File: src/rtl/bin2bcd_seq_seg7_pkg.sv
// Shared definitions for the sequential binary-to-BCD display path.
//   - FSM state encoding
//   - seven-segment code table ({g,f,e,d,c,b,a}, active-high) and blank code
//   - digits_needed(): decimal digits required to show any BIN_W-bit magnitude
package bin2bcd_seq_seg7_pkg;

    typedef enum logic [1:0] {
        ST_IDLE  = 2'd0,
        ST_SHIFT = 2'd1,
        ST_DONE  = 2'd2
    } state_t;

    localparam logic [6:0] SEG_BLANK = 7'h00;

    // Entry i is the pattern for digit value i; 10..15 are not BCD and stay dark.
    localparam logic [15:0][6:0] SEG_TABLE = {
        7'h00, 7'h00, 7'h00, 7'h00, 7'h00, 7'h00,
        7'h6F, 7'h7F, 7'h07, 7'h7D, 7'h6D,
        7'h66, 7'h4F, 7'h5B, 7'h06, 7'h3F
    };

    // ceil(w * log10(2)) equals the decimal digit count of 2^w - 1, because
    // a power of two is never a power of ten.
    function automatic int digits_needed(input int w);
        longint unsigned v;
        int              n;
        v = (64'd1 << w) - 64'd1;
        n = 0;
        for (int i = 0; i < 20; i++) begin
            if (v != 64'd0) begin
                v = v / 64'd10;
                n++;
            end
        end
        return n;
    endfunction

endpackage

File: src/rtl/bin2bcd_seq_seg7_if.sv
// Handshake and result bus of bin2bcd_seq_seg7.
//   master: start, is_signed, bin_in (requester)
//   slave : busy, done, neg, ovf, bcd_out, seg_out (converter)
interface bin2bcd_seq_seg7_if #(
    parameter int BIN_W  = 16,
    parameter int DIGITS = 5
);
    logic                  start;
    logic                  is_signed;
    logic [BIN_W-1:0]      bin_in;
    logic                  busy;
    logic                  done;
    logic                  neg;
    logic                  ovf;
    logic [4*DIGITS-1:0]   bcd_out;
    logic [7*DIGITS-1:0]   seg_out;

    modport master (
        output start, is_signed, bin_in,
        input  busy, done, neg, ovf, bcd_out, seg_out
    );

    modport slave (
        input  start, is_signed, bin_in,
        output busy, done, neg, ovf, bcd_out, seg_out
    );
endinterface

File: src/rtl/bin2bcd_seq_seg7_seg7_digit_dec.sv
// seg7_digit_dec: one BCD digit to a seven-segment pattern.
//   digit_i : 4-bit digit value
//   blank_i : 1 forces the segments dark
//   seg_o   : {g,f,e,d,c,b,a}, active-high
module seg7_digit_dec
    import bin2bcd_seq_seg7_pkg::*;
(
    input  logic [3:0] digit_i,
    input  logic       blank_i,
    output logic [6:0] seg_o
);

    always_comb begin
        seg_o = SEG_TABLE[digit_i];
        if (blank_i) begin
            seg_o = SEG_BLANK;
        end
    end

endmodule

File: src/rtl/bin2bcd_seq_seg7.sv
// bin2bcd_seq_seg7: iterative shift-add-3 binary to BCD converter with
// seven-segment outputs and optional leading-zero blanking.
//   clk, rst_n : clock, asynchronous active-low reset
//   bus        : slave side of bin2bcd_seq_seg7_if
//                start/is_signed/bin_in in; busy/done/neg/ovf/bcd_out/seg_out out
//
// state  | meaning
// -------+-----------------------------------------------------------
// IDLE   | waiting for start; outputs hold the last result
// SHIFT  | one magnitude bit per cycle into the BCD scratch, BIN_W cycles
// DONE   | one cycle, done=1, registered results just updated
module bin2bcd_seq_seg7 #(
    parameter int BIN_W  = 16,
    parameter int DIGITS = 5,
    parameter int LZB_EN = 1
) (
    input  logic                  clk,
    input  logic                  rst_n,
    bin2bcd_seq_seg7_if.slave     bus
);
    import bin2bcd_seq_seg7_pkg::*;

    localparam int CNT_W = $clog2(BIN_W + 1);
    localparam int BCD_W = 4 * DIGITS;
    // With enough digits nothing can ever leave the top digit.
    localparam bit OVF_POSSIBLE = (DIGITS < digits_needed(BIN_W));

    state_t             state_q, state_d;
    logic [BIN_W-1:0]   mag_q, mag_d;
    logic [BCD_W-1:0]   scr_q, scr_d;
    logic               ovf_scr_q, ovf_scr_d;
    logic               neg_pend_q, neg_pend_d;
    logic [CNT_W-1:0]   cnt_q, cnt_d;
    logic [BCD_W-1:0]   bcd_q, bcd_d;
    logic               neg_q, neg_d;
    logic               ovf_q, ovf_d;

    logic               start_ok;
    logic               neg_in;
    logic               last_shift;
    logic [BCD_W-1:0]   scr_adj;
    logic [BCD_W-1:0]   scr_shift;
    logic               ovf_final;
    logic               busy;
    logic               done;
    logic [DIGITS-1:0]  blank;
    logic               nz_above;
    logic [7*DIGITS-1:0] seg;

    assign start_ok   = (state_q == ST_IDLE) && bus.start;
    assign neg_in     = bus.is_signed && bus.bin_in[BIN_W-1];
    assign last_shift = (cnt_q == CNT_W'(1));

    // Add-3 correction on every digit that would reach 10 or more after the shift.
    always_comb begin
        scr_adj = scr_q;
        for (int k = 0; k < DIGITS; k++) begin
            if (scr_q[4*k +: 4] >= 4'd5) begin
                scr_adj[4*k +: 4] = scr_q[4*k +: 4] + 4'd3;
            end
        end
    end

    assign scr_shift = {scr_adj[BCD_W-2:0], mag_q[BIN_W-1]};
    assign ovf_final = OVF_POSSIBLE ? (ovf_scr_q | scr_adj[BCD_W-1]) : 1'b0;

    // State register
    always_ff @(posedge clk or negedge rst_n) begin
        if (!rst_n) begin
            state_q <= ST_IDLE;
        end else begin
            state_q <= state_d;
        end
    end

    // Next-state logic
    always_comb begin
        state_d = state_q;
        case (state_q)
            ST_IDLE:  if (start_ok)   state_d = ST_SHIFT;
            ST_SHIFT: if (last_shift) state_d = ST_DONE;
            ST_DONE:                  state_d = ST_IDLE;
            default:                  state_d = ST_IDLE;
        endcase
    end

    // FSM outputs
    always_comb begin
        busy = 1'b0;
        done = 1'b0;
        case (state_q)
            ST_SHIFT: busy = 1'b1;
            ST_DONE:  done = 1'b1;
            default: ;
        endcase
    end

    // Datapath next values
    always_comb begin
        mag_d      = mag_q;
        scr_d      = scr_q;
        ovf_scr_d  = ovf_scr_q;
        neg_pend_d = neg_pend_q;
        cnt_d      = cnt_q;
        bcd_d      = bcd_q;
        neg_d      = neg_q;
        ovf_d      = ovf_q;
        if (start_ok) begin
            // Two's-complement negate as unsigned BIN_W bits: the most
            // negative value maps onto its own bit pattern, 2^(BIN_W-1).
            mag_d      = neg_in ? (~bus.bin_in + BIN_W'(1)) : bus.bin_in;
            neg_pend_d = neg_in;
            scr_d      = '0;
            ovf_scr_d  = 1'b0;
            cnt_d      = CNT_W'(BIN_W);
        end else if (state_q == ST_SHIFT) begin
            mag_d     = {mag_q[BIN_W-2:0], 1'b0};
            scr_d     = scr_shift;
            ovf_scr_d = ovf_final;
            cnt_d     = cnt_q - CNT_W'(1);
            if (last_shift) begin
                bcd_d = scr_shift;
                ovf_d = ovf_final;
                neg_d = neg_pend_q && !((scr_shift == '0) && !ovf_final);
            end
        end
    end

    always_ff @(posedge clk or negedge rst_n) begin
        if (!rst_n) begin
            mag_q      <= '0;
            scr_q      <= '0;
            ovf_scr_q  <= 1'b0;
            neg_pend_q <= 1'b0;
            cnt_q      <= '0;
            bcd_q      <= '0;
            neg_q      <= 1'b0;
            ovf_q      <= 1'b0;
        end else begin
            mag_q      <= mag_d;
            scr_q      <= scr_d;
            ovf_scr_q  <= ovf_scr_d;
            neg_pend_q <= neg_pend_d;
            cnt_q      <= cnt_d;
            bcd_q      <= bcd_d;
            neg_q      <= neg_d;
            ovf_q      <= ovf_d;
        end
    end

    // Digit k>0 goes dark when it and every digit above it are zero.
    always_comb begin
        blank    = '0;
        nz_above = 1'b0;
        for (int k = DIGITS - 1; k >= 1; k--) begin
            nz_above = nz_above | (bcd_q[4*k +: 4] != 4'd0);
            blank[k] = (LZB_EN != 0) && !nz_above;
        end
    end

    for (genvar k = 0; k < DIGITS; k++) begin : g_dig
        seg7_digit_dec u_dec (
            .digit_i (bcd_q[4*k +: 4]),
            .blank_i (blank[k]),
            .seg_o   (seg[7*k +: 7])
        );
    end

    assign bus.busy    = busy;
    assign bus.done    = done;
    assign bus.neg     = neg_q;
    assign bus.ovf     = ovf_q;
    assign bus.bcd_out = bcd_q;
    assign bus.seg_out = seg;

endmodule

File: src/flat_wrapper.sv
// flat-port wrapper written by rule: the top's interface ports become plain ports
module bin2bcd_seq_seg7_flat import bin2bcd_seq_seg7_pkg::*;
#(
    parameter int BIN_W  = 16,
    parameter int DIGITS = 5,
    parameter int LZB_EN = 1
)
  (clk, rst_n, bus_start, bus_is_signed, bus_bin_in, bus_busy, bus_done, bus_neg, bus_ovf, bus_bcd_out, bus_seg_out);
  bin2bcd_seq_seg7_if #(.BIN_W(BIN_W), .DIGITS(DIGITS)) bus_i ();
  input  logic clk;
  input  logic rst_n;
  input wire logic [$bits(bus_i.start)-1:0] bus_start;
  input wire logic [$bits(bus_i.is_signed)-1:0] bus_is_signed;
  input wire logic [$bits(bus_i.bin_in)-1:0] bus_bin_in;
  output wire logic [$bits(bus_i.busy)-1:0] bus_busy;
  output wire logic [$bits(bus_i.done)-1:0] bus_done;
  output wire logic [$bits(bus_i.neg)-1:0] bus_neg;
  output wire logic [$bits(bus_i.ovf)-1:0] bus_ovf;
  output wire logic [$bits(bus_i.bcd_out)-1:0] bus_bcd_out;
  output wire logic [$bits(bus_i.seg_out)-1:0] bus_seg_out;
  assign bus_i.start = bus_start;
  assign bus_i.is_signed = bus_is_signed;
  assign bus_i.bin_in = bus_bin_in;
  assign bus_busy = bus_i.busy;
  assign bus_done = bus_i.done;
  assign bus_neg = bus_i.neg;
  assign bus_ovf = bus_i.ovf;
  assign bus_bcd_out = bus_i.bcd_out;
  assign bus_seg_out = bus_i.seg_out;
  bin2bcd_seq_seg7 #(.BIN_W(BIN_W), .DIGITS(DIGITS), .LZB_EN(LZB_EN)) u_core (.clk(clk), .rst_n(rst_n), .bus(bus_i));
endmodule
File: config.mk
export PLATFORM = sky130hd
export DESIGN_NAME = bin2bcd_seq_seg7_flat
export DESIGN_NICKNAME = d
export VERILOG_FILES = /design/src/rtl/bin2bcd_seq_seg7_pkg.sv /design/src/rtl/bin2bcd_seq_seg7_if.sv /design/src/rtl/bin2bcd_seq_seg7_seg7_digit_dec.sv /design/src/rtl/bin2bcd_seq_seg7.sv /design/src/flat_wrapper.sv
export SDC_FILE = /design/constraint.sdc
export NUM_CORES = 1
export LEC_CHECK = 0
export CORE_ASPECT_RATIO = 1.2
export CORE_MARGIN = 5
export CORE_UTILIZATION = 50
export DETAILED_ROUTE_END_ITERATION = 12
export HOLD_SLACK_MARGIN = 0.05
export PLACE_DENSITY = 0.87
export SLEW_MARGIN = 20
export SYNTH_ARGS = -nofsm -noshare
export SYNTH_HDL_FRONTEND = slang
export SYNTH_SLANG_ARGS = --single-unit
File: constraint.sdc
create_clock -name clk -period 4.8 [get_ports clk]
set_clock_uncertainty 0.2 [all_clocks]
set_input_delay 0.72 -clock clk [delete_from_list [all_inputs] [get_ports clk]]
set_output_delay 0.72 -clock clk [all_outputs]
set_load 0.02 [all_outputs]
==> results.md, run 1 <==
- Outcome: finished, final reports clean
- Fmax: 0.244 GHz
- IO Pins: 79
- Startpoint Class: flop
- CP Max Fanout: 7
- Async SR Flop Fraction: 100%
- Area leader, netlist: dfrtp_1
- Crit Reg-Reg Startpoint: u_core.state_q[1]
- Worst-Margin Slew: 946 ps
- Total gr overflow: 0
- Clock sink total: 65
- Slowest Stage Delay on Critical Path: 630 ps
- Layout cells sized above 1: 5.25%
- Fin nets: 631
- Final Cycle Share: 85.5%
- Primary FF master, synth: dfrtp_1
- Crit path required time: 3880 ps
- Row count: 37
- Average routed wire per standard cell: 15.0 um
- RSZ-0062 raised after global routing: false
- Syn avg cell area: 8.60 sq um
- Post-synthesis adder-cell area fraction: 12.2%
- Area grow syn2layout: 22.9%
- Period minus WS final: 4100 ps
- Crit-path slowest cell: o31ai_1
- Post-synthesis simple-gate area fraction: 17.1%
- DRT iter0 DRCs: 319
- Reg clk slew, reported paths: 70 ps
- RePlAce Congestion: 0.844
- Vias in the first global route: 3,865
- Sequential Power Share: 26.2%
- Largest family of logic cells by synthesized area: compound AO/OA/AOI/OAI gates
- Slew margin rel.: 37.0%
- Final Util: 62.3%
- Xor/xnor share of the synthesized area: 4.06%
- Pre-antenna DRT Iters: 4
- Switching pwr: 2.05 mW
- Drc violations: 0
- Hold Crit Start: u_core.mag_q[4]
- Pint: 2.23 mW
- Total CTS buffers: 9
- Initial antenna violation count: 0
- Via/cell ratio: 5.60
- WL final: 10.3 mm
- Ant. Diodes: 0
- Vias: 3,852
- Worst hold path cell count: 2
- Synth cell types: 46
- Clk root buf: clkbuf_8
- Setup-failing EPs final: 0
- DPL Wire Length: 7.51 mm
- Mapped Cells: 502
- Setup bufs post-CTS: 0
- Die area: 10,600 sq um
- Setup tns final: 0 ps
- Clk pwr share: 8.9%
- Crit-path cells: inv_1 -> ha_1 -> nand2b_1 -> nor4_1 -> nand3_1 -> o31ai_1 -> a21oi_1 -> clkdlybuf4s50_1
- R2R cell count: 5
- Class of the worst hold path: reg2reg
- Combinational share of power: 64.9%
- Reg2reg end: u_core.bus.bcd_out[2]
- # H-tree levels: 3
- Final hold vios: 0
- Seq cells post-synth: 65
- Port-buffer cells: 77
- Crit Path Category: reg2out
- Switch share: 47.9%
- Core area: 8520 sq um
- Synth Area in Compound Gates: 21.5%
- Mux cell area share after synthesis: 2.23%
- IR drop worst, VDD: 0.252 mV
- EDFF count, synth: 0
- Ranking of synthesized cells by area: dfrtp_1 (38%), ha_1 (12%), o21ai_0 (7.4%)
- Critical path arrival: 3180 ps
- Hold-fix buffers, CTS: 0
- Post-Syn Area: 4320 sq um
- Initial Util: 50.7%
- Worst Path Buf+Inv: 2
- Max-slew violation count: 0
- Total Routing Usage GR: 20.1%
- Top delay family on crit path: buffers and inverters
- LEAKAGE: 2.30 nW
- Setup slack, reg-to-reg: 1680 ps
- Pin count of the biggest net entering global routing: 43
- Post-Syn Nets: 564
- Synth warnings: 0
- Die height: 112 um
- Global-route wire length before repair: 17.2 mm
- Seq/Total Area, Yosys: 37.7%
- Cts repair resizes: 0
- Critical path capture point type: output port
- Count leader, synth: dfrtp_1
- Top cell type's share of synthesized area: 37.7%
- P per Cell Area: 807 nW/um^2
- Clk_lat worst skew: 350 ps
- Die width: 94.8 um
- Commonest cells post-synth: dfrtp_1 (65), o21ai_0 (64), nand2_1 (51)
- TritonCTS clock tree: done
- Max-Cap Viols: 0
- Antenna-violating nets left: 0
- Worst hold path endpoint: u_core.mag_q[4]
- Clock Path Buffers: 2
## worst max path at each step
stage                           startpoint             end  slack [ps]  cells past startpoint
floorplan           u_core.bus.bcd_out[17]  bus_seg_out[7]        1900                      7
global placement    u_core.bus.bcd_out[17]  bus_seg_out[7]        1230                      8
detailed placement  u_core.bus.bcd_out[17]  bus_seg_out[9]        1040                      8
CTS                 u_core.bus.bcd_out[17]  bus_seg_out[9]         690                      8
global route        u_core.bus.bcd_out[17]  bus_seg_out[9]         390                      8
finish              u_core.bus.bcd_out[17]  bus_seg_out[9]         700                      8
## layer usage
layer  track usage, %  up-vias  share of wire [%]
met5                0        -                  0
met4             10.1        0                2.1
met3             3.18       22                5.8
met2             35.3      132                 51
met1             23.3     1811                 41
li1                 -     1887                  -
## sequential cells by signal (all words and copies together), names as in the netlist
name,cells
u_core.bus.neg,1
u_core.neg_pend_q,1
u_core.state_q,2
u_core.scr_q,20
u_core.bus.bcd_out,20
u_core.mag_q,16
u_core.cnt_q,5
## layout make-up
class	instances	area, sq um
fill	736	3210
multi-input combinational	378	2470
sequential	65	1630
timing repair buffer	80	788
tap	117	146
clock buffer	12	145
inverter	35	131
clock inverter	1	5.00
## logic make-up after synthesis
| kind of cell | after synthesis |
|---|---|
| xor gates and xnor gates | 20 |
| and+or+nand+nor | 149 |
| other | 1 |
| muxes | 9 |
| buffers and inverters | 59 |
| DFF | 65 |
| adders and majority gates | 42 |
| AOI/OAI and AO/OA | 157 |
## metrics by stage
step	setup WS (ps)	cell area, sq um	cells	hold slack (ps)	power [mW]
after floorplan	1900	4320	502	224	2.79
after global placement	1230	5160	675	261	3.75
after detailed placement	1040	5160	675	266	3.88
after CTS	691	5310	688	279	4.29
after global routing	388	5310	688	316	4.62
final	698	5310	688	289	4.28
## worst reg2reg max path: cells and delay by family (launching register included)
family,cells,cell delay [ps]
simple gates,2,1100
buf+inv,2,770
flops,1,560
mux,1,380
## placed cells by master (no fill, tap or decap), drive strengths merged, types with 12 or more instances in the layout
master,count
a21oi,43
clkbuf,12
clkdlybuf4s50,76
dfrtp,65
ha,42
inv,34
nand2,51
nand2b,19
nor2,36
o21ai,66
o22ai,13
xnor2,15
## power groups by stage
stage | combinational, mW | clock (mW) | sequential [mW]
detailed placement | 2.76 | 0 | 1.12
global route | 3.05 | 0.409 | 1.16
finish | 2.78 | 0.382 | 1.12
floorplan | 1.72 | 0 | 1.08
CTS | 2.78 | 0.388 | 1.11
global placement | 2.66 | 0 | 1.09
Power figures use the tool's default switching activity.
==> run 2, diff against run 1 <==
SETUP_SLACK_MARGIN = 0.15   (was not set)
==> results of run 2 <==
Final layout, timing and power as in run 1 (identical DEF).
==> run 3, diff against run 2 <==
CAP_MARGIN = 20   (was not set)
==> results of run 3 <==
Final layout, timing and power as in run 1 (identical DEF).
